`config.mk`:
```
export PLATFORM = sky130hd
export DESIGN_NAME = calc_entry_sequencer_flat
export DESIGN_NICKNAME = d
export VERILOG_FILES = /design/src/rtl/calc_entry_sequencer_if.sv /design/src/rtl/calc_entry_sequencer.sv /design/src/flat_wrapper.sv
export SDC_FILE = /design/constraint.sdc
export NUM_CORES = 1
export LEC_CHECK = 0
export BUFFER_PORTS_ARGS = -buffer_cell sky130_fd_sc_hd__buf_2
export CORE_ASPECT_RATIO = 2
export CORE_MARGIN = 5
export CORE_UTILIZATION = 48
export DETAILED_ROUTE_END_ITERATION = 12
export PLACE_DENSITY_LB_ADDON = 0.2
export SYNTH_ARGS = -nofsm -noshare
export SYNTH_HDL_FRONTEND = slang
export SYNTH_SLANG_ARGS = --single-unit
export TNS_END_PERCENT = 50
```
`constraint.sdc`:
```
create_clock -name clk_i -period 2 [get_ports clk_i]
set_input_delay 0.4 -clock clk_i [delete_from_list [all_inputs] [get_ports clk_i]]
set_output_delay 0.4 -clock clk_i [all_outputs]
set_load 0.05 [all_outputs]
```
`src/rtl/calc_entry_sequencer_if.sv`:
```
// Keypad strobe/code, chaining result and operand/status outputs of the
// calculator entry sequencer, bundled for connection to the display and ALU side.
interface calc_entry_sequencer_if #(
    parameter int unsigned DIGITS = 4
);
    logic                  key_valid;
    logic [3:0]            key_code;
    logic [4*DIGITS-1:0]   result_bcd;
    logic [1:0]            curr_state;
    logic [4*DIGITS-1:0]   num1_bcd;
    logic [4*DIGITS-1:0]   num2_bcd;
    logic [1:0]            operation;
    logic                  alu_start;
    logic                  entry_full;

    modport master (
        output key_valid, key_code, result_bcd,
        input  curr_state, num1_bcd, num2_bcd, operation, alu_start, entry_full
    );

    modport slave (
        input  key_valid, key_code, result_bcd,
        output curr_state, num1_bcd, num2_bcd, operation, alu_start, entry_full
    );
endinterface

```
`src/rtl/calc_entry_sequencer.sv`:
```
// Calculator keypad front-end: walks N1 -> OP -> N2 -> EQ, assembles BCD operands
// digit by digit, latches the operation and pulses alu_start on '='.
module calc_entry_sequencer #(
    parameter int unsigned DIGITS  = 4,
    parameter logic [3:0]  KEY_EQ  = 4'hE,
    parameter logic [3:0]  KEY_CLR = 4'hF
) (
    input  logic                  clk_i,
    input  logic                  rst_ni,
    calc_entry_sequencer_if.slave bus_io
);
    localparam int unsigned   W        = 4 * DIGITS;
    localparam int unsigned   CW       = $clog2(DIGITS + 1);
    localparam logic [CW-1:0] CNT_FULL = CW'(DIGITS);

    typedef enum logic [1:0] {
        ST_N1 = 2'b00,
        ST_OP = 2'b01,
        ST_N2 = 2'b10,
        ST_EQ = 2'b11
    } state_e;

    state_e        state_q, state_d;
    logic          key_q, armed_q;
    logic [W-1:0]  num1_q, num1_d, num2_q, num2_d;
    logic [1:0]    op_q, op_d;
    logic [CW-1:0] cnt_q, cnt_d;
    logic          alu_start_q, alu_start_d;
    logic          entry_full_q, entry_full_d;

    logic          accept_s, is_digit_s, is_op_s, is_eq_s, is_clr_s;
    logic          take1_s, take2_s;
    logic [3:0]    code_s;
    logic [1:0]    code_op_s;
    logic [W-1:0]  digit_ext_s;
    logic [CW-1:0] first_cnt_s;

    // A digit is absorbed unless the operand is full or it would be a leading zero
    function automatic logic digit_takes(input logic [W-1:0] operand,
                                         input logic [CW-1:0] cnt,
                                         input logic [3:0] digit);
        return (cnt != CNT_FULL) && !((digit == 4'd0) && (operand == {W{1'b0}}));
    endfunction

    // armed_q blocks a key that was already held when reset released
    assign code_s      = bus_io.key_code;
    assign accept_s    = bus_io.key_valid & ~key_q & armed_q;
    assign is_digit_s  = (code_s <= 4'd9);
    assign is_op_s     = (code_s >= 4'hA) && (code_s <= 4'hD);
    assign is_eq_s     = (code_s == KEY_EQ);
    assign is_clr_s    = (code_s == KEY_CLR);
    assign code_op_s   = 2'(code_s - 4'hA);
    assign digit_ext_s = {{(W-4){1'b0}}, code_s};
    assign first_cnt_s = (code_s != 4'd0) ? CW'(1) : CW'(0);
    assign take1_s     = digit_takes(num1_q, cnt_q, code_s);
    assign take2_s     = digit_takes(num2_q, cnt_q, code_s);

    // FSM state register
    always_ff @(posedge clk_i or negedge rst_ni) begin
        if (!rst_ni) begin
            state_q <= ST_N1;
        end else begin
            state_q <= state_d;
        end
    end

    // Next-state decode from the accepted key
    always_comb begin
        state_d = state_q;
        if (accept_s && is_clr_s) begin
            state_d = ST_N1;
        end else if (accept_s) begin
            case (state_q)
                ST_N1:   state_d = is_op_s ? ST_OP : ST_N1;
                ST_OP:   state_d = is_digit_s ? ST_N2 : ST_OP;
                ST_N2:   state_d = is_eq_s ? ST_EQ : ST_N2;
                ST_EQ: begin
                    if (is_digit_s) begin
                        state_d = ST_N1;
                    end else if (is_op_s) begin
                        state_d = ST_OP;
                    end else begin
                        state_d = ST_EQ;
                    end
                end
                default: state_d = ST_N1;
            endcase
        end else begin
            state_d = state_q;
        end
    end

    // Operand, operation, counter and status updates
    always_comb begin
        num1_d      = num1_q;
        num2_d      = num2_q;
        op_d        = op_q;
        cnt_d       = cnt_q;
        alu_start_d = 1'b0;
        if (accept_s && is_clr_s) begin
            num1_d = {W{1'b0}};
            num2_d = {W{1'b0}};
            op_d   = 2'b00;
            cnt_d  = CW'(0);
        end else if (accept_s) begin
            case (state_q)
                ST_N1: begin
                    if (is_digit_s && take1_s) begin
                        num1_d = {num1_q[W-5:0], code_s};
                        cnt_d  = cnt_q + CW'(1);
                    end else if (is_op_s) begin
                        op_d  = code_op_s;
                        cnt_d = CW'(0);
                    end else begin
                        cnt_d = cnt_q;
                    end
                end
                ST_OP: begin
                    if (is_op_s) begin
                        op_d = code_op_s;
                    end else if (is_digit_s) begin
                        num2_d = digit_ext_s;
                        cnt_d  = first_cnt_s;
                    end else begin
                        op_d = op_q;
                    end
                end
                ST_N2: begin
                    if (is_digit_s && take2_s) begin
                        num2_d = {num2_q[W-5:0], code_s};
                        cnt_d  = cnt_q + CW'(1);
                    end else if (is_eq_s) begin
                        alu_start_d = 1'b1;
                    end else begin
                        cnt_d = cnt_q;
                    end
                end
                ST_EQ: begin
                    if (is_digit_s) begin
                        num1_d = digit_ext_s;
                        num2_d = {W{1'b0}};
                        op_d   = 2'b00;
                        cnt_d  = first_cnt_s;
                    end else if (is_op_s) begin
                        num1_d = bus_io.result_bcd;
                        num2_d = {W{1'b0}};
                        op_d   = code_op_s;
                        cnt_d  = CW'(0);
                    end else begin
                        op_d = op_q;
                    end
                end
                default: begin
                    cnt_d = cnt_q;
                end
            endcase
        end else begin
            cnt_d = cnt_q;
        end
        entry_full_d = ((state_d == ST_N1) || (state_d == ST_N2)) && (cnt_d == CNT_FULL);
    end

    // Key edge detection and datapath registers
    always_ff @(posedge clk_i or negedge rst_ni) begin
        if (!rst_ni) begin
            key_q        <= 1'b0;
            armed_q      <= 1'b0;
            num1_q       <= {W{1'b0}};
            num2_q       <= {W{1'b0}};
            op_q         <= 2'b00;
            cnt_q        <= CW'(0);
            alu_start_q  <= 1'b0;
            entry_full_q <= 1'b0;
        end else begin
            key_q        <= bus_io.key_valid;
            armed_q      <= armed_q | ~bus_io.key_valid;
            num1_q       <= num1_d;
            num2_q       <= num2_d;
            op_q         <= op_d;
            cnt_q        <= cnt_d;
            alu_start_q  <= alu_start_d;
            entry_full_q <= entry_full_d;
        end
    end

    assign bus_io.curr_state = state_q;
    assign bus_io.num1_bcd   = num1_q;
    assign bus_io.num2_bcd   = num2_q;
    assign bus_io.operation  = op_q;
    assign bus_io.alu_start  = alu_start_q;
    assign bus_io.entry_full = entry_full_q;
endmodule

```
`src/flat_wrapper.sv`:
```
// flat-port wrapper written by rule: the top's interface ports become plain ports
module calc_entry_sequencer_flat 
#(
    parameter int unsigned DIGITS  = 4,
    parameter logic [3:0]  KEY_EQ  = 4'hE,
    parameter logic [3:0]  KEY_CLR = 4'hF
)
  (clk_i, rst_ni, bus_io_key_valid, bus_io_key_code, bus_io_result_bcd, bus_io_curr_state, bus_io_num1_bcd, bus_io_num2_bcd, bus_io_operation, bus_io_alu_start, bus_io_entry_full);
  calc_entry_sequencer_if #(.DIGITS(DIGITS)) bus_io_i ();
  input  logic clk_i;
  input  logic rst_ni;
  input wire logic [$bits(bus_io_i.key_valid)-1:0] bus_io_key_valid;
  input wire logic [$bits(bus_io_i.key_code)-1:0] bus_io_key_code;
  input wire logic [$bits(bus_io_i.result_bcd)-1:0] bus_io_result_bcd;
  output wire logic [$bits(bus_io_i.curr_state)-1:0] bus_io_curr_state;
  output wire logic [$bits(bus_io_i.num1_bcd)-1:0] bus_io_num1_bcd;
  output wire logic [$bits(bus_io_i.num2_bcd)-1:0] bus_io_num2_bcd;
  output wire logic [$bits(bus_io_i.operation)-1:0] bus_io_operation;
  output wire logic [$bits(bus_io_i.alu_start)-1:0] bus_io_alu_start;
  output wire logic [$bits(bus_io_i.entry_full)-1:0] bus_io_entry_full;
  assign bus_io_i.key_valid = bus_io_key_valid;
  assign bus_io_i.key_code = bus_io_key_code;
  assign bus_io_i.result_bcd = bus_io_result_bcd;
  assign bus_io_curr_state = bus_io_i.curr_state;
  assign bus_io_num1_bcd = bus_io_i.num1_bcd;
  assign bus_io_num2_bcd = bus_io_i.num2_bcd;
  assign bus_io_operation = bus_io_i.operation;
  assign bus_io_alu_start = bus_io_i.alu_start;
  assign bus_io_entry_full = bus_io_i.entry_full;
  calc_entry_sequencer #(.DIGITS(DIGITS), .KEY_EQ(KEY_EQ), .KEY_CLR(KEY_CLR)) u_core (.clk_i(clk_i), .rst_ni(rst_ni), .bus_io(bus_io_i));
endmodule
```
Yosys cells after proc, flatten, opt, wreduce, memory -nomap -nowiden

Cells that the tools add are included.

Word-level logic and storage cells: 101
Flip-flop bits (word level): 43
Output and inout bits: 38
Input port bits: 23

Mux-type cells: 43
Magnitude comparators: 3
Reductions and logical operators: 25
Add/subtract/negate cells: 2
Equality and inequality tests: 14
Bitwise logic cells: 5

Operators with widths:

| operator            | number |
|---|---|
| $mux 16             | 12 |
| $pmux 16 s3         | 1 |
| $logic_not 16->1    | 2 |
| $pmux 16 s2         | 1 |
| $mux 3              | 8 |
| $mux 2              | 10 |
| $pmux 3 s4          | 1 |
| $reduce_bool 4->1   | 3 |
| $logic_and 1x1->1   | 9 |
| $ne 3x1->1 const B  | 3 |
| $eq 4x4->1 const B  | 2 |
| $le 4x4->1 const B  | 2 |
| $mux 1              | 8 |
| $pmux 2 s4          | 1 |
| $eq 2x2->1 const B  | 3 |
| $ne 3x3->1 const B  | 2 |
| $pmux 2 s3          | 1 |
| $reduce_and 6->1    | 1 |
| $ge 4x4->1 const B  | 1 |
| $logic_not 2->1     | 2 |
| $logic_not 4->1     | 1 |
| $ne 4x1->1 const B  | 1 |
| $reduce_and 4->1    | 1 |
| $add 3x1->3 const B | 1 |
| other kinds (12)    | 15 |

Logic depth before layout (Yosys ltp)

Gate-level depths: netlist of the first run.

Word-level depth: 11
Depth in mapped cells: 10
Depth with buffers taken out: 9

Least setup slack after synthesis of the first run

OpenSTA, ideal clock, no wires.

Path kind: register to register
From: register u_core.num1_q[0] (netlist: u_core.bus_io.num1_bcd[0])
To: register u_core.entry_full_q (netlist: u_core.bus_io.entry_full)
Setup time: 0.121 ns
Clock period less this slack: 2.251 ns
Data arrival time: 2.131 ns
Buffers on the path: 0
Data required time: 1.879 ns
Cell stages (with the launch flop): 8
Path slack: -0.251 ns
Path through: dfrtp_1 -> or4_4 -> nor2_4 -> a21oi_4 -> mux2i_4 -> o21ai_2 -> o311ai_4 -> and4b_1

Cells in the longest elaborated chain, start to end: 11

RTL lines:

| element                  | RTL line                    | RTL |
|---|---|---|
| start: declaration       | calc_entry_sequencer.sv:25  | `logic [W-1:0] num1_q, num1_d, num2_q, num2_d;` |
| start signal: assignment | calc_entry_sequencer.sv:168 | `num1_q <= {W{1'b0}};` |
| start signal: assignment | calc_entry_sequencer.sv:177 | `num1_q <= num1_d;` |
| $logic_not 16->1         | calc_entry_sequencer.sv:42  | `return (cnt != CNT_FULL) && !((digit == 4'd0) && (operand == {W{1'b0}}));` |
| $logic_and 1x1->1        | calc_entry_sequencer.sv:42  |  |
| $logic_not 1->1          | calc_entry_sequencer.sv:42  |  |
| $logic_and 1x1->1        | calc_entry_sequencer.sv:42  |  |
| $logic_and 1x1->1        | calc_entry_sequencer.sv:108 | `if (is_digit_s && take1_s) begin` |
| $mux 3                   | calc_entry_sequencer.sv:108 |  |
| $pmux 3 s4               | calc_entry_sequencer.sv:106 | `case (state_q)` |
| $mux 3                   | calc_entry_sequencer.sv:105 | `end else if (accept_s) begin` |
| $mux 3                   | calc_entry_sequencer.sv:100 | `if (accept_s && is_clr_s) begin` |
| via u_core.cnt_d[0]      | calc_entry_sequencer.sv:27  | `logic [CW-1:0] cnt_q, cnt_d;` |
| $eq 3x3->1               | calc_entry_sequencer.sv:160 | `entry_full_d = ((state_d == ST_N1) \|\| (state_d == ST_N2)) && (cnt_d == CNT_FULL);` |
| $logic_and 1x1->1        | calc_entry_sequencer.sv:160 |  |
| via u_core.entry_full_d  | calc_entry_sequencer.sv:29  | `logic entry_full_q, entry_full_d;` |
| end signal: assignment   | calc_entry_sequencer.sv:182 | `entry_full_q <= entry_full_d;` |
| end: declaration         | calc_entry_sequencer.sv:29  |  |

The timed path passes the listed nets, and every way through them passes these cells.
A chain may end at the register's enable or synchronous reset.

Worst setup path after layout of the first run

From: register u_core.num1_q[5] (netlist: u_core.bus_io.num1_bcd[5])
To: register u_core.entry_full_q (netlist: u_core.bus_io.entry_full)

Same word-level chain as after synthesis.

==> results.sh, run 1 <==
export IMPL_outcome="complete, but fails checks"
export IMPL_violations="setup timing"
export IMPL_fin_nets=431
export IMPL_final_cells=461
export IMPL_switching_share=0.4891
export IMPL_dr_pass1_iters=4
export IMPL_clkSinkCount=43
export IMPL_synth_distinct_cells=48
export IMPL_worstPathRequired_ns=2.19
export IMPL_port_buffer_count=60
export IMPL_routed_wl_mm=8.120
export IMPL_grt_max_degree=33
export IMPL_maxCapViolCount=0
export IMPL_synthTopCellsByArea="dfrtp_1, a211oi_1, nor2_1, and3_1, a21oi_1"
export IMPL_worstPathArrival_ns=2.32
export IMPL_die_w_um=60.69
export IMPL_fin_ws_ns=-0.1251
export IMPL_syn_area_mm2=0.002466
export IMPL_gp_congestion=0.8799
export IMPL_cts_tree="built"
export IMPL_cts_root_buffer="clkbuf_8"
export IMPL_seq_power_share=0.254
export IMPL_grt_total_usage=0.2447
export IMPL_num_io_pins=61
export IMPL_switchingPower_w=0.002771
export IMPL_syn_nets=302
export IMPL_leakagePower_nw=1.783
export IMPL_dieHeight_um=111.4
export IMPL_clkPwrFrac=0.125
export IMPL_yosysTopAreaCell="dfrtp_1"
export IMPL_core_mm2=0.005092
export IMPL_dr_total_vias=2674
export IMPL_power_frac_comb=0.621
export IMPL_relSlewSlack=0.5509
export IMPL_start_util=0.4843
export IMPL_htree_levels=2
export IMPL_holdCritPathClass="input port to asynchronous set/reset pin"
export IMPL_rrSetupSlack_ns=-0.13
export IMPL_finalCritPeriodShare=1.063
export IMPL_grt_pass1_vias=2644
export IMPL_yosysMostFrequentCell="dfrtp_1"
export IMPL_async_reset_ff_frac=1.000
export IMPL_detail_route_wl_per_cell_um=17.61
export IMPL_p_int_w=0.002895
export IMPL_period_needed_ns=2.125
export IMPL_max_vdd_ir_drop_v=0.001098
export IMPL_rr_endpoint="u_core.bus_io.entry_full"
export IMPL_cts_hold_fix_buffers=0
export IMPL_synth_seq_cells=43
export IMPL_yosysSeqAreaShare=0.4363
export IMPL_crit_path_start_kind="flop"
export IMPL_drcViolationCount=0
export IMPL_fill_cells=397
export IMPL_worstPathCellList="or4_4, nor2_4, a21oi_4, mux2i_4, o21ai_2, o311ai_4, and4b_1"
export IMPL_synth_cells=273
export IMPL_yosysWarnings=0
export IMPL_r2r_start="u_core.bus_io.num1_bcd[5]"
export IMPL_clk_pin_slew_worst_paths_ns=0.08
export IMPL_max_freq_ghz=0.4706
export IMPL_skew_ns=0.006107
export IMPL_path_max_fanout=4
export IMPL_end_kind="flop"
export IMPL_grt_pass1_wl_mm=12.59
export IMPL_setup_viol=6
export IMPL_drive_above_1_share=0.5285
export IMPL_synth_edff_count=0
export IMPL_dieArea_mm2=0.006758
export IMPL_avgSynthCellArea_um2=9.033
export IMPL_yosysTopAreaCellShare=0.4363
export IMPL_cts_buffers=5
export IMPL_slew_viol_final=0
export IMPL_antenna_left=0
export IMPL_grt_overflow=0
export IMPL_final_core_utilization=0.7351
export IMPL_viasPerCell=5.800
export IMPL_drt_iter0_markers=153
export IMPL_grt_antenna_before_repair=0
export IMPL_fin_setup_tns_ns=-0.2492
export IMPL_critPathMaxStageDelay_ns=0.55
export IMPL_hold_viol=0
export IMPL_synth_commonest_cells="dfrtp_1, nor2_1, inv_1"
export IMPL_crit_type="flop to flop"
export IMPL_reg2reg_depth=7
export IMPL_rows=37
export IMPL_fin_total_pwr_w=0.005666
export IMPL_dp_cells=449
export IMPL_p_per_area_mw_per_mm2=1513
export IMPL_grt_setup_unrepaired="true"
export IMPL_synth_ff_type="dfrtp_1"
export IMPL_area_growth_pct=51.80
export IMPL_max_clock_path_buffers=2
export IMPL_critPathSlowestCell="or4_4"
export IMPL_tightest_slew_ns=0.6736
export IMPL_clk_latency_ns=0.30
export IMPL_antennaDiodeCount=0
export IMPL_dp_hpwl_mm=6.143
cell type report:
cell class	count	area, um^2	area share
timing repair buffer	139	964.7	0.2577
sequential	43	1096	0.2928
inverter	24	90.09	0.02406
clock inverter	2	35.03	0.009358
multi-input combinational	189	1403	0.3747
clock buffer	6	82.58	0.02206
tap	58	72.57	0.01939
worst max path at each step:
| stage | startpoint | to | slack (ns) | cells past startpoint |
|---|---|---|---|---|
| 6_report | u_core.bus_io.num1_bcd[5] | u_core.bus_io.entry_full | -0.13 | 7 |
| 4_1_cts | u_core.bus_io.num1_bcd[7] | u_core.bus_io.entry_full | -0.09 | 7 |
| 3_5_place_dp | bus_io_key_code[1] | u_core.bus_io.entry_full | -0.17 | 9 |
| 5_1_grt | u_core.bus_io.num1_bcd[5] | u_core.bus_io.entry_full | -0.17 | 7 |
| 3_3_place_gp | bus_io_key_code[1] | u_core.bus_io.entry_full | -0.14 | 9 |
| 2_1_floorplan | u_core.bus_io.num1_bcd[7] | u_core.bus_io.entry_full | -0.12 | 7 |
layer usage:
metal / routed length [um] / share of wire / vias up / GRT usage
met5: 0 / 0 / - / 0
met4: 459 / 0.057 / 0 / 0.1360
met3: 470 / 0.058 / 33 / 0.04640
met2: 4502 / 0.55 / 108 / 0.4325
met1: 2687 / 0.33 / 1289 / 0.2541
li1: - / - / 1244 / -
critical path, delay by kind of cell, from the launching register on:
family | cells | cell delay [ns]
DFF | 1 | 0.41
and+or+nand+nor | 3 | 0.95
muxes | 1 | 0.21
AOI/OAI and AO/OA | 3 | 0.44
cells by family (layout without fill, tap and decap cells):
kind of cell / Yosys count / in the layout / share of synthesized area
DFF: 43 / 43 / 0.4363
adders and majority gates: 6 / 6 / 0.03044
and+or+nand+nor: 99 / 99 / 0.2197
muxes: 4 / 4 / 0.02131
AOI/OAI and AO/OA: 80 / 80 / 0.2227
buffers and inverters: 41 / 171 / 0.06951
power by group through the flow:
stage | Sequential (W) | Combinational, W | Clock, W
6_report | 0.00144 | 0.00352 | 0.000710
5_1_grt | 0.00148 | 0.00372 | 0.000761
4_1_cts | 0.00141 | 0.00322 | 0.000730
3_5_place_dp | 0.00143 | 0.00320 | 0
3_3_place_gp | 0.00141 | 0.00319 | 0
2_1_floorplan | 0.00250 | 0.000927 | 0
through the flow:
step                      setup WS (ns)  hold slack (ns)  cell area (um^2)
after global placement          -0.1380           0.4495              3400
after CTS                      -0.08810           0.1350              3517
after detailed placement        -0.1712           0.4566              3400
after global routing            -0.1717           0.1701              3744
after floorplan                 -0.1221           0.1044              2491
final                           -0.1251           0.1237              3744
placed cells by master, fill, tap and decap left out, types with 3 or more instances in the layout:
master | Yosys | final
a211oi_2 | 0 | 11
mux2i_1 | 3 | 3
nand3_1 | 19 | 19
nor4_1 | 6 | 4
dfrtp_2 | 0 | 16
a21oi_1 | 19 | 16
nor2_1 | 27 | 15
nor4_2 | 2 | 3
buf_2 | 8 | 60
buf_12 | 0 | 4
o22ai_1 | 3 | 3
nand2b_1 | 5 | 4
and3_1 | 16 | 15
o21ai_1 | 17 | 18
a21oi_2 | 0 | 3
nor2_4 | 1 | 4
inv_1 | 24 | 22
buf_4 | 0 | 73
nand2_1 | 10 | 9
dfrtp_1 | 43 | 27
nor2_2 | 0 | 9
a211oi_1 | 16 | 5
clkbuf_8 | 0 | 6
o21ai_0 | 5 | 4
ha_1 | 6 | 5
repair_timing:
item | 4_1_cts | 5_1_grt
pin swaps | 0 | 5
cloned | 0 | 1
endpoints found under the setup margin | 4 | 36
setup buffers | 0 | 3
gates resized for setup | 0 | 44
state kept, by name, summed over array words and instances, names as in the netlist, 2 cells and up:
| register | flops |
|---|---|
| u_core.bus_io.curr_state | 2 |
| u_core.bus_io.num1_bcd | 16 |
| u_core.bus_io.num2_bcd | 16 |
| u_core.bus_io.operation | 2 |
| u_core.cnt_q | 3 |
No activity file was read; power rests on OpenSTA's default activity.
==> run 2: changes to the inputs <==
--- a/config.mk
+++ b/config.mk
@@ -8,7 +8,7 @@
 export BUFFER_PORTS_ARGS = -buffer_cell sky130_fd_sc_hd__buf_2
 export CORE_ASPECT_RATIO = 2
 export CORE_MARGIN = 5
-export CORE_UTILIZATION = 48
+export CORE_UTILIZATION = 53
 export DETAILED_ROUTE_END_ITERATION = 12
 export PLACE_DENSITY_LB_ADDON = 0.2
 export SYNTH_ARGS = -nofsm -noshare
==> constraint.sdc (replaced) <==
create_clock -name clk_i -period 2.1 [get_ports clk_i]
set_input_delay 0.42 -clock clk_i [delete_from_list [all_inputs] [get_ports clk_i]]
set_output_delay 0.42 -clock clk_i [all_outputs]
set_load 0.05 [all_outputs]
==> run 2 against run 1 <==
- the flow still finishes with violations (setup timing)
- clock power down 28%
- register-to-register slack better by 0.11 ns
- wire length decreased by 12%
- power decreased by 16%
- worst hold slack better by 0.036 ns
- maximum frequency grew 0.46%
- non-clock buffer count decreased by 28
- design area is 12% lower
- clock skew is 0.0033 ns higher
- sequential share of layout area is 3.5 points higher
- via count down 8.9%
- final cell count is 6.7% lower
- critical endpoint unchanged
==> results.sh, run 2 (synthesized netlist as in run 1, its figures left out) <==
export IMPL_path_max_fanout=4
export IMPL_drive_above_1_share=0.4107
export IMPL_tightest_slew_ns=0.6766
export IMPL_slew_viol_final=0
export IMPL_rr_endpoint="u_core.bus_io.entry_full"
export IMPL_rows=35
export IMPL_holdCritPathClass="input port to asynchronous set/reset pin"
export IMPL_max_clock_path_buffers=2
export IMPL_num_io_pins=61
export IMPL_crit_start="u_core.bus_io.num1_bcd[5]"
export IMPL_violations="setup timing"
export IMPL_crit_type="flop to flop"
export IMPL_hold_viol=0
export IMPL_detail_route_wl_per_cell_um=16.67
export IMPL_fin_total_pwr_w=0.004757
export IMPL_finalCritPeriodShare=1.007
export IMPL_antenna_left=0
export IMPL_multi_input_area_mm2=0.001284
export IMPL_p_per_area_mw_per_mm2=1437
export IMPL_drcViolationCount=0
export IMPL_reg2reg_depth=7
export IMPL_grt_pass1_wl_mm=11.72
export IMPL_layout_commonest_cell="buf_2"
export IMPL_max_vdd_ir_drop_v=0.001177
export IMPL_globalRouteMet1Util=0.2506
export IMPL_mostFrequentLayoutCells="buf_2, buf_4, dfrtp_1, nor2_1, inv_1"
export IMPL_port_buffer_count=60
export IMPL_cts_buffers=5
export IMPL_grt_total_usage=0.2433
export IMPL_fin_area_mm2=0.003309
export IMPL_core_mm2=0.004554
export IMPL_dr_pass1_iters=5
export IMPL_viasPerCell=5.667
export IMPL_relSlewSlack=0.5489
export IMPL_maxCapViolCount=0
export IMPL_grt_pass1_vias=2546
export IMPL_end_kind="flop"
export IMPL_dp_cells=419
export IMPL_grt_max_degree=33
export IMPL_die_w_um=58.24
export IMPL_place_ws_ns=-0.1250
export IMPL_top_usage_layer="met2"
export IMPL_gp_congestion=0.9047
export IMPL_outcome="complete, but fails checks"
export IMPL_place_area_mm2=0.003146
export IMPL_start_util=0.5415
export IMPL_leakagePower_nw=1.603
export IMPL_antennaDiodeCount=0
export IMPL_worstPathRequired_ns=2.28
export IMPL_grt_overflow=0
export IMPL_grt_setup_unrepaired="true"
export IMPL_skew_ns=0.009432
export IMPL_fill_cells=377
export IMPL_routed_wl_mm=7.168
export IMPL_rrSetupSlack_ns=-0.02
export IMPL_cts_hold_fix_buffers=0
export IMPL_area_growth_pct=34.20
export IMPL_htree_levels=2
export IMPL_fin_ws_ns=-0.01545
export IMPL_crit_path_start_kind="flop"
export IMPL_cts_root_buffer="clkbuf_8"
export IMPL_period_needed_ns=2.115
export IMPL_clk_latency_ns=0.29
export IMPL_seq_area_mm2=0.001086
export IMPL_worstPathArrival_ns=2.30
export IMPL_fin_nets=403
export IMPL_r2r_start="u_core.bus_io.num1_bcd[5]"
export IMPL_drt_iter0_markers=65
export IMPL_max_freq_ghz=0.4727
export IMPL_dieHeight_um=106.5
export IMPL_dp_hpwl_mm=5.680
export IMPL_met3_usage=0.04131
export IMPL_final_cells=430
export IMPL_clk_pin_slew_worst_paths_ns=0.09
export IMPL_clkSinkCount=43
export IMPL_cts_tree="built"
export IMPL_grt_antenna_before_repair=0
export IMPL_dieArea_mm2=0.006200
export IMPL_setup_viol=1
export IMPL_use_met2=0.4409
export IMPL_dr_total_vias=2437
run 2: cell count changes in the layout (fill, tap and decap cells not counted), moves of 2 or more:
cell,delta
nor2_4,-3
a211oi_1,+8
dfrtp_1,+8
nor2_2,-7
nor2_1,+10
buf_4,-23
dfrtp_2,-8
a21oi_2,-2
a21oi_1,+2
a211oi_2,-8
buf_12,-3
run 2: metrics by stage:
stage	util	TNS [ns]	hold slack, ns
floorplan	-	-0.02205	0.1244
global placement	0.6907	-0.08719	0.4486
detailed placement	0.6907	-1.121	0.4523
CTS	0.7126	-0.007868	0.1824
global route	0.7266	-0.1436	0.2239
finish	0.7266	-0.01545	0.1593
run 2: worst max-delay path: stages, from the launching register on:
cell      delay [ns]
dfrtp_2         0.43
or4_4           0.54
nor2_4          0.15
a21oi_4         0.08
mux2i_4         0.20
o21ai_2         0.10
o311ai_4        0.26
and4b_1         0.23
run 2: per-layer routing:
layer  vias to the layer above  wire (um)
met5                         -          0
met4                         0        360
met3                        25        286
met2                        71       3919
met1                      1160       2601
li1                       1181          -
run 2: power breakdown:
group | leakage, nW | switching [W] | internal [W] | total [W]
combinational | 1.04 | 0.00192 | 0.000936 | 0.00285
clock | 0.0412 | 0.000279 | 0.000233 | 0.000511
sequential | 0.523 | 0.000261 | 0.00113 | 0.00140
run 2: worst max path at each step:
stage / to / slack [ns] / cells past startpoint
2_1_floorplan: u_core.bus_io.entry_full / -0.02 / 7
3_3_place_gp: u_core.bus_io.entry_full / -0.06 / 9
3_5_place_dp: u_core.bus_io.entry_full / -0.12 / 9
4_1_cts: u_core.bus_io.entry_full / -0.008 / 7
5_1_grt: u_core.bus_io.entry_full / -0.09 / 7
6_report: u_core.bus_io.entry_full / -0.02 / 7
run 2: timing repair:
| item | CTS | global route |
|---|---|---|
| setup endpoints to repair | 1 | 30 |
| pin swaps | 1 | 4 |
| resized for setup | 1 | 14 |
| buffers inserted | 1 | 2 |
run 2: layout make-up:
class | instances | share of cell area
well taps | 55 | 0.02079
flip-flops and latches | 43 | 0.3282
inverters | 24 | 0.02722
repair buffers | 111 | 0.2102
clock buffers | 6 | 0.02193
clock inverters | 2 | 0.003781
multi-input cells | 189 | 0.3879
